<file path="config.mk">
export PLATFORM = sky130hd
export DESIGN_NAME = mem_access_stage_flat
export DESIGN_NICKNAME = d
export VERILOG_FILES = /design/src/rtl/mem_access_stage_pkg.sv /design/src/rtl/mem_access_stage_if.sv /design/src/rtl/mem_access_stage_load_align.sv /design/src/rtl/mem_access_stage.sv /design/src/flat_wrapper.sv
export SDC_FILE = /design/constraint.sdc
export NUM_CORES = 1
export LEC_CHECK = 0
export BUFFER_PORTS_ARGS = -buffer_cell sky130_fd_sc_hd__buf_2
export CAP_MARGIN = 5
export CORE_AREA = 2 2 86 88
export CTS_CLUSTER_SIZE = 28
export DETAILED_ROUTE_END_ITERATION = 12
export DIE_AREA = 0 0 88 90
export GPL_TIMING_DRIVEN = 0
export PLACE_DENSITY = 0.83
export SYNTH_ARGS = -nofsm -noshare
export SYNTH_HDL_FRONTEND = slang
export SYNTH_SLANG_ARGS = --single-unit
</file>
<file path="constraint.sdc">
create_clock -name clk -period 5.8 [get_ports clk]
set_input_delay 0.87 -clock clk [delete_from_list [all_inputs] [get_ports clk]]
set_output_delay 0.87 -clock clk [all_outputs]
set_load 0.005 [all_outputs]
</file>
<file path="src/rtl/mem_access_stage_pkg.sv">
// Shared types for the MEM stage: access-size encoding, FSM states, lane helper.
package mem_access_stage_pkg;

    localparam logic [1:0] SZ_NONE = 2'b00;
    localparam logic [1:0] SZ_B    = 2'b01;
    localparam logic [1:0] SZ_H    = 2'b10;
    localparam logic [1:0] SZ_W    = 2'b11;

    typedef enum logic {
        IDLE,
        WAIT
    } state_t;

    // Little-endian byte enables; unused low address bits are ignored.
    function automatic logic [3:0] byte_en(
        input logic [1:0] size,
        input logic [1:0] a
    );
        logic [3:0] be;
        be = 4'b0000;
        unique case (size)
            SZ_B:    be = 4'b0001 << a;
            SZ_H:    be = a[1] ? 4'b1100 : 4'b0011;
            SZ_W:    be = 4'b1111;
            default: be = 4'b0000;
        endcase
        return be;
    endfunction

endpackage

</file>
<file path="src/rtl/mem_access_stage_if.sv">
// Data-memory req/ack port between the MEM stage (master) and memory (slave).
interface mem_access_stage_if #(
    parameter int ADDR_W = 32,
    parameter int DATA_W = 32
);

    logic              req;
    logic              we;
    logic [ADDR_W-1:0] addr;
    logic [3:0]        be;
    logic [DATA_W-1:0] wdata;
    logic              ack;
    logic [DATA_W-1:0] rdata;

    modport master (
        output req, we, addr, be, wdata,
        input  ack, rdata
    );

    modport slave (
        input  req, we, addr, be, wdata,
        output ack, rdata
    );

endinterface

</file>
<file path="src/rtl/mem_access_stage_load_align.sv">
// Picks the addressed lane(s) of a read word and sign/zero-extends them.
module load_align
    import mem_access_stage_pkg::*;
(
    input  logic [31:0] rdata,
    input  logic [1:0]  addr,
    input  logic [1:0]  size,
    input  logic        uns,
    output logic [31:0] value
);

    logic [7:0]  lane_b;
    logic [15:0] lane_h;

    always_comb begin
        lane_b = rdata[7:0];
        unique case (addr)
            2'd0:    lane_b = rdata[7:0];
            2'd1:    lane_b = rdata[15:8];
            2'd2:    lane_b = rdata[23:16];
            default: lane_b = rdata[31:24];
        endcase
        lane_h = addr[1] ? rdata[31:16] : rdata[15:0];
    end

    always_comb begin
        value = rdata;
        unique case (size)
            SZ_B:    value = {{24{~uns & lane_b[7]}}, lane_b};
            SZ_H:    value = {{16{~uns & lane_h[15]}}, lane_h};
            default: value = rdata;
        endcase
    end

endmodule

</file>
<file path="src/rtl/mem_access_stage.sv">
// MEM pipeline stage: req/ack loads and stores, stall generation, MEM/WB register.
// Optional MEM_MISALIGN_TRAP_EN: trap on misaligned half/word instead of forcing alignment.
module mem_access_stage
    import mem_access_stage_pkg::*;
#(
    parameter int DATA_W = 32,
    parameter int ADDR_W = 32,
    parameter int REG_AW = 5
) (
    input  logic                clk,
    input  logic                rst,
    input  logic                in_valid,
    input  logic [REG_AW-1:0]   in_dest,
    input  logic                in_regwrite,
    input  logic                in_memtoreg,
    input  logic [1:0]          in_memread,
    input  logic [1:0]          in_memwrite,
    input  logic                in_load_uns,
    input  logic [DATA_W-1:0]   in_alu_result,
    input  logic [DATA_W-1:0]   in_store_data,
    mem_access_stage_if.master  dm,
    output logic                mem_stall,
    output logic                wb_valid,
    output logic [REG_AW-1:0]   wb_dest,
    output logic                wb_regwrite,
    output logic [DATA_W-1:0]   wb_data,
    output logic                misalign_trap
);

    state_t      state;
    logic        is_store;
    logic [1:0]  size;
    logic [1:0]  a_lo;
    logic        access;
    logic        misaligned;
    logic        go;
    logic        capture;
    logic [31:0] load_value;

    assign is_store = in_memwrite != SZ_NONE;
    assign size     = is_store ? in_memwrite : in_memread;
    assign a_lo     = in_alu_result[1:0];
    assign access   = in_valid & (size != SZ_NONE);

`ifdef MEM_MISALIGN_TRAP_EN
    assign misaligned = access
                      & (((size == SZ_H) & a_lo[0])
                      |  ((size == SZ_W) & (a_lo != 2'b00)));
`else
    assign misaligned = 1'b0;
`endif

    assign go      = access & ~misaligned;
    assign capture = ~go | dm.ack;

    // WAIT keeps the request up even if upstream misbehaves.
    assign dm.req  = ~rst & (go | (state == WAIT));
    assign dm.we   = is_store;
    assign dm.addr = {in_alu_result[ADDR_W-1:2], 2'b00};
    assign dm.be   = byte_en(size, a_lo);

    always_comb begin
        dm.wdata = in_store_data;
        unique case (in_memwrite)
            SZ_B:    dm.wdata = {4{in_store_data[7:0]}};
            SZ_H:    dm.wdata = {2{in_store_data[15:0]}};
            default: dm.wdata = in_store_data;
        endcase
    end

    assign mem_stall = dm.req & ~dm.ack;

    load_align u_load_align (
        .rdata (dm.rdata),
        .addr  (a_lo),
        .size  (in_memread),
        .uns   (in_load_uns),
        .value (load_value)
    );

    always_ff @(posedge clk) begin
        if (rst) begin
            state         <= IDLE;
            wb_valid      <= 1'b0;
            wb_dest       <= '0;
            wb_regwrite   <= 1'b0;
            wb_data       <= '0;
            misalign_trap <= 1'b0;
        end else begin
            unique case (state)
                IDLE:    if (go & ~dm.ack) state <= WAIT;
                default: if (dm.ack) state <= IDLE;
            endcase
            if (capture) begin
                wb_valid      <= in_valid;
                wb_dest       <= in_dest;
                wb_regwrite   <= in_valid & in_regwrite
                               & ~is_store & ~misaligned;
                wb_data       <= in_memtoreg ? load_value
                                             : in_alu_result;
                misalign_trap <= misaligned;
            end else begin
                wb_valid      <= 1'b0;
                wb_regwrite   <= 1'b0;
                misalign_trap <= 1'b0;
            end
        end
    end

endmodule

</file>
<file path="src/flat_wrapper.sv">
// flat-port wrapper written by rule: the top's interface ports become plain ports
module mem_access_stage_flat import mem_access_stage_pkg::*;
#(
    parameter int DATA_W = 32,
    parameter int ADDR_W = 32,
    parameter int REG_AW = 5
)
  (clk, rst, in_valid, in_dest, in_regwrite, in_memtoreg, in_memread, in_memwrite, in_load_uns, in_alu_result, in_store_data, mem_stall, wb_valid, wb_dest, wb_regwrite, wb_data, misalign_trap, dm_req, dm_we, dm_addr, dm_be, dm_wdata, dm_ack, dm_rdata);
  mem_access_stage_if #(.ADDR_W(ADDR_W), .DATA_W(DATA_W)) dm_i ();
  input  logic clk;
  input  logic rst;
  input  logic in_valid;
  input  logic [REG_AW-1:0] in_dest;
  input  logic in_regwrite;
  input  logic in_memtoreg;
  input  logic [1:0] in_memread;
  input  logic [1:0] in_memwrite;
  input  logic in_load_uns;
  input  logic [DATA_W-1:0] in_alu_result;
  input  logic [DATA_W-1:0] in_store_data;
  output logic mem_stall;
  output logic wb_valid;
  output logic [REG_AW-1:0] wb_dest;
  output logic wb_regwrite;
  output logic [DATA_W-1:0] wb_data;
  output logic misalign_trap;
  output wire logic [$bits(dm_i.req)-1:0] dm_req;
  output wire logic [$bits(dm_i.we)-1:0] dm_we;
  output wire logic [$bits(dm_i.addr)-1:0] dm_addr;
  output wire logic [$bits(dm_i.be)-1:0] dm_be;
  output wire logic [$bits(dm_i.wdata)-1:0] dm_wdata;
  input wire logic [$bits(dm_i.ack)-1:0] dm_ack;
  input wire logic [$bits(dm_i.rdata)-1:0] dm_rdata;
  assign dm_req = dm_i.req;
  assign dm_we = dm_i.we;
  assign dm_addr = dm_i.addr;
  assign dm_be = dm_i.be;
  assign dm_wdata = dm_i.wdata;
  assign dm_i.ack = dm_ack;
  assign dm_i.rdata = dm_rdata;
  mem_access_stage #(.DATA_W(DATA_W), .ADDR_W(ADDR_W), .REG_AW(REG_AW)) u_core (.clk(clk), .rst(rst), .in_valid(in_valid), .in_dest(in_dest), .in_regwrite(in_regwrite), .in_memtoreg(in_memtoreg), .in_memread(in_memread), .in_memwrite(in_memwrite), .in_load_uns(in_load_uns), .in_alu_result(in_alu_result), .in_store_data(in_store_data), .dm(dm_i), .mem_stall(mem_stall), .wb_valid(wb_valid), .wb_dest(wb_dest), .wb_regwrite(wb_regwrite), .wb_data(wb_data), .misalign_trap(misalign_trap));
endmodule
</file>
== Word-level counts from Yosys, hierarchy flattened ==
Index checks and enable logic that the tools add are counted.

* Shift operators: 1
* Muxes and demuxes: 11
* Bitwise gates (word level): 16
* Reductions and logical operators: 4
* Eq/ne operators: 9

{| class="wikitable"
|+ Operator list
! cell !! count
|-
| $pmux W32 S2 || 2
|-
| $mux W32 || 1
|-
| $pmux W8 S3 || 1
|-
| $mux W16 || 1
|-
| $pmux W4 S3 || 1
|-
| $eq A2 B2 Y1 const B || 5
|-
| $and A1 B1 Y1 || 8
|-
| $eq A2 B1 Y1 const B || 4
|-
| $not A1 Y1 || 6
|-
| $mux W4 || 1
|-
| $reduce_bool A2 Y1 || 2
|-
| $shl A1 B2 Y4 const A || 1
|-
| $mux W1 || 3
|-
| $logic_not A2 Y1 || 1
|-
| $mux W2 || 1
|-
| $or A1 B1 Y1 || 2
|-
| $reduce_or A2 Y1 || 1
|}

* Register bits after elaboration: 40
* Output and inout bits: 111

== Longest topological paths before layout ==
* Depth after elaboration: 8
* Mapped depth: 8
* Gate-level depth less buffers: 6

== By module ==
Synthesis repeated with hierarchy kept, for this count alone.

* Cell total of the unflattened synthesis: 428
* Area, all modules: 3532.1 um2

{| class="wikitable"
|+ By module, submodules not included
! module !! sequential area each (um2) !! area an instance (um2) !! times used !! cells an instance
|-
| mem_access_stage || 800.8 || 2820.2 || 1 || 315
|-
| load_align || 0.0 || 711.9 || 1 || 113
|}

== Least setup slack after synthesis ==
OpenSTA, ideal clock, no wires.

* Kind: input port to output port
* Start: input in_memwrite[0]
* End: output mem_stall
* Cell stages on the path: 6
* Arrival time: 1.947 ns
* Setup slack: 2.983 ns
* Buffers on the path: 0
* Cell sequence: inv_1 -> ha_1 -> or3_1 -> a31oi_1 -> nor2_1 -> nor2b_1

* Word-level cells in the longest chain between the ends: 7

{| class="wikitable"
|+ Ends and longest elaborated chain
! item !! line !! RTL
|-
| from (decl) || flat_wrapper.sv:17 || <nowiki>input logic [1:0] in_memwrite;</nowiki>
|-
| $reduce_bool A2 Y1 || mem_access_stage.sv:40 || <nowiki>assign is_store = in_memwrite != SZ_NONE;</nowiki>
|-
| $mux W2 (*) || mem_access_stage.sv:41 || <nowiki>assign size = is_store ? in_memwrite : in_memread;</nowiki>
|-
| $reduce_bool A2 Y1 (*) || mem_access_stage.sv:43 || <nowiki>assign access = in_valid & (size != SZ_NONE);</nowiki>
|-
| $and A1 B1 Y1 (*) || mem_access_stage.sv:43 ||
|-
| $or A1 B1 Y1 (*) || mem_access_stage.sv:57 || <nowiki>assign dm.req = ~rst & (go | (state == WAIT));</nowiki>
|-
| $and A1 B1 Y1 (*) || mem_access_stage.sv:57 ||
|-
| via dm_req || flat_wrapper.sv:27 || <nowiki>output wire logic [$bits(dm_i.req)-1:0] dm_req;</nowiki>
|-
| $and A1 B1 Y1 (*) || mem_access_stage.sv:71 || <nowiki>assign mem_stall = dm.req & ~dm.ack;</nowiki>
|-
| to (decl) || flat_wrapper.sv:21 || <nowiki>output logic mem_stall;</nowiki>
|}

Mark *: on every way through the listed nets, which the timed path passes. The rest lies on a longest branch.

== Worst setup path after layout ==
* Start: input in_memwrite[1]
* End: output dm_wdata[10]

* Word-level cells in the longest chain between the ends: 2
* Elaborated cells on any way between the ends: 3
* Those cells by class: 2 x eq/ne; 1 x mux

{| class="wikitable"
|+ Ends and longest elaborated chain
! item !! line !! RTL
|-
| $eq A2 B2 Y1 / $eq A2 B1 Y1 (equally long branches) || mem_access_stage.sv:64 || <nowiki>unique case (in_memwrite)</nowiki>
|-
| $pmux W32 S2 (*) || mem_access_stage.sv:64 ||
|-
| to (decl) || flat_wrapper.sv:31 || <nowiki>output wire logic [$bits(dm_i.wdata)-1:0] dm_wdata;</nowiki>
|}

Mark *: on every way between the ends. The rest lies on a longest branch, timed or not.

==> summary.txt <==
===============================================================================================
Result of the run ................................................................    completed
Global-route wire length before repair ...........................................      17.6 mm
Level count of the clock H-tree ..................................................            2
Worst min-delay path startpoint .................................................. u_core.wb_dest[0]
Largest net degree at the start of global routing ................................           14
Power per standard cell area .....................................................   197 nW/µm²
Post-synth cell types ............................................................           39
Hold-fix buffers, CTS ............................................................            0
Number of violations of the max-capacitance limit ................................            0
Total number of clock tree sinks .................................................           40
Most common cell after layout, fill and taps aside ...............................        buf_2
Number of non-filler instances in the completed layout ...........................          717
Per-cell routed wire length ......................................................      16.4 µm
Initial antenna violation count ..................................................            1
Floorplan row count ..............................................................           31
Maximum fanout count along the critical path .....................................           10
Starting density of the core .....................................................        42.5%
Setup-failing EPs final ..........................................................            0
First drt pass iteration count ...................................................            5
Vias in the first global route ...................................................         3626
Clock latency at the later pin of the worst-skew pair ............................       290 ps
Switching part of the total power ................................................        32.6%
Number of setup buffers added after CTS ..........................................            0
Data arrival time of the worst path ..............................................      2460 ps
Beginning of the critical path ................................................... in_memwrite[1]
Layout-stage area growth over the synthesis result ...............................        44.8%
Number of enable-type register cells in the synthesized netlist ..................            0
Fraction of layout cells with a size suffix above 1 ..............................        45.5%
Utilization after layout .........................................................        61.5%
Unrepaired setup endpoints after global routing ..................................        false
Synth async-reset ratio ..........................................................           0%
Die outline height ...............................................................        90 µm
Total internal power .............................................................     0.572 mW
Final period demand of the worst path ............................................      3330 ps
Number of standard cells after synthesis .........................................          389
Commonest cells after routing, fill and taps aside ............................... 222 x buf_2, 41 x buf_4, 40 x dfxtp_1, 35 x nand2_1, 31 x nor2_1
Number of cells in the design after placement ....................................          708
Placeable Area ...................................................................     7020 µm²
Max Clock Skew ...................................................................         0 ps
Summed instance area of the synthesized netlist ..................................     2980 µm²
Global-route usage over all layers ...............................................        28.1%
Proportion of synthesized chip area in sequential cells ..........................        26.8%
Transition time at the pin with the least slew margin ............................       595 ps
Req. time, crit path .............................................................      4930 ps
Leakage component of the power ...................................................      2.20 nW
Via count normalized by instance count ...........................................         5.37
Total Die Area ...................................................................     7920 µm²
Clock tree from TritonCTS ........................................................         done
Path type of the worst min-delay path ............................................      reg2reg
Slew Limit Fails .................................................................            0
Top flip-flop cell by instance count after synthesis .............................      dfxtp_1
Residual antenna-violating net count after detailed routing ......................            0
Final layout net count ...........................................................          733
Final worst path period share ....................................................        57.4%
Worst-case headroom to the max-slew limit ........................................        60.3%
Routability Congestion ...........................................................        0.898
Number of buffers added by the clock tree synthesis step .........................            5
Clock network power share ........................................................        27.5%
Switching power total ............................................................     0.277 mW
Routed wire length ...............................................................      11.8 mm
Root buffer cell .................................................................     clkbuf_8
Syn Area/Cell ....................................................................     7.67 µm²
Buffers on Ports .................................................................          218
Number of top-level pins .........................................................          223
Category of the most critical setup path .........................................       in2out
Number of buffers between clock root and the deepest sink ........................            2
Synth warn .......................................................................            0
Die boundary width ...............................................................        88 µm
Comb power frac ..................................................................        36.0%
Highest Clock Rate ...............................................................      300 MHz
Vias .............................................................................         3853
Critical path capture point type .................................................   output pin
Startpoint types .................................................................    input pin
DRT iter0 DRCs ...................................................................          179
Final routed DRC violation total .................................................            0
Setup TNS ........................................................................         0 ps
Clock input transition at the sequential cells of the worst setup and hold paths .        80 ps
Final count of hold timing violations ............................................            0
Count of instances resized after the clock tree is built .........................            0
Yosys reg bits ...................................................................           40
Final HPWL DP ....................................................................      9.83 mm
Max IR drop VDD ..................................................................     0.139 mV
Overflow after GRT ...............................................................            0
Seq pwr share ....................................................................        36.5%
FF-to-FF Start ................................................................... u_core.state
===============================================================================================
==> final timing paths <==
path | endpoint | slack (ps) | depth (start not counted)
worst max-delay path | dm_wdata[10] | 2470 | 8
worst min-delay path | u_core.wb_dest[0] | 450 | 2
worst max register to register | u_core.state | 5010 | 3
worst min register to register | u_core.wb_dest[0] | 450 | 2
==> metrics by stage <==
step                      total power, mW  hold WS [ps]  instance area, µm²  setup slack [ps]
final                               0.849           454                4320              2470
after global routing                0.892           481                4320              2350
after CTS                           0.849           463                4320              2490
after detailed placement            0.621           452                4210              2490
after global placement              0.616           439                4210              2510
after floorplan                     0.474           448                2990              2980
==> sequential cells by signal (all words and copies together), names as in the netlist <==
| name | flops |
|---|---|
| u_core.wb_dest | 5 |
| u_core.wb_valid | 1 |
| u_core.wb_data | 32 |
| u_core.wb_regwrite | 1 |
| u_core.state | 1 |
==> area by class of cell <==
class,count,area (µm²)
inverters,19,71.3
multi-input cells,258,1680
clock inverters,3,42.5
plain buffers,74,444
fillers,642,2700
repair buffers,218,1090
diodes,1,2.50
clock buffers,5,68.8
flip-flops and latches,40,801
well taps,99,124
==> critical path, stage by stage <==
cell      delay (ps)
buf_2            110
inv_1             90
ha_1             150
clkbuf_1         360
and2_1           190
clkbuf_1         330
a22o_1           240
buf_2            120
==> synthesized netlist by cell type (3+ instances only) <==
cell type	instances	area (µm²)
a31oi_1	8	50.1
nand3b_1	7	52.6
o22ai_1	20	125
buf_1	3	11.3
o31ai_1	6	45.0
o21ai_0	9	45.0
o21a_1	6	45.0
inv_1	19	71.3
nand2_1	35	131
a22oi_1	29	218
mux2i_1	4	40.0
nor2_1	31	116
a21oi_1	17	85.1
dfxtp_1	40	801
mux2_2	7	78.8
o221ai_1	8	70.1
a311oi_1	3	26.3
nor2b_1	3	18.8
clkbuf_1	25	93.8
nor3b_1	3	22.5
buf_2	4	20.0
ha_1	5	62.6
a22o_1	8	70.1
buf_4	41	308
a221oi_1	8	70.1
nand3_1	4	20.0
a211oi_1	15	113
nand2b_1	6	37.5
==> logic make-up (layout without fill, tap and decap cells) <==
group,count (synthesis),after routing,share of synthesized area [%]
and+or+nand+nor,98,98,15.6
muxes,11,11,3.98
DFF,40,40,26.8
other,1,4,0.126
adders and majority gates,5,5,2.10
AOI/OAI and AO/OA,141,141,34.1
buffers and inverters,93,319,17.3
==> power groups by stage <==
| stage | clock, mW | sequential, mW | combinational (mW) |
|---|---|---|---|
| 3_5_place_dp | 0 | 0.317 | 0.304 |
| 2_1_floorplan | 0 | 0.318 | 0.156 |
| 6_report | 0.233 | 0.310 | 0.306 |
| 4_1_cts | 0.234 | 0.310 | 0.305 |
| 5_1_grt | 0.245 | 0.312 | 0.334 |
| 3_3_place_gp | 0 | 0.316 | 0.300 |
==> layer usage <==
metal  up-vias  share of wire [%]  routed length, µm  GRT usage (%)
met1      1747                 36               4190           29.8
li1       1845                  -                  -              -
met5         -                  0                  0              0
met4         0                3.2                372           13.2
met2       234                 52               6140           51.6
met3        27                9.2               1090           5.33
(Power assumes the default switching activity.)
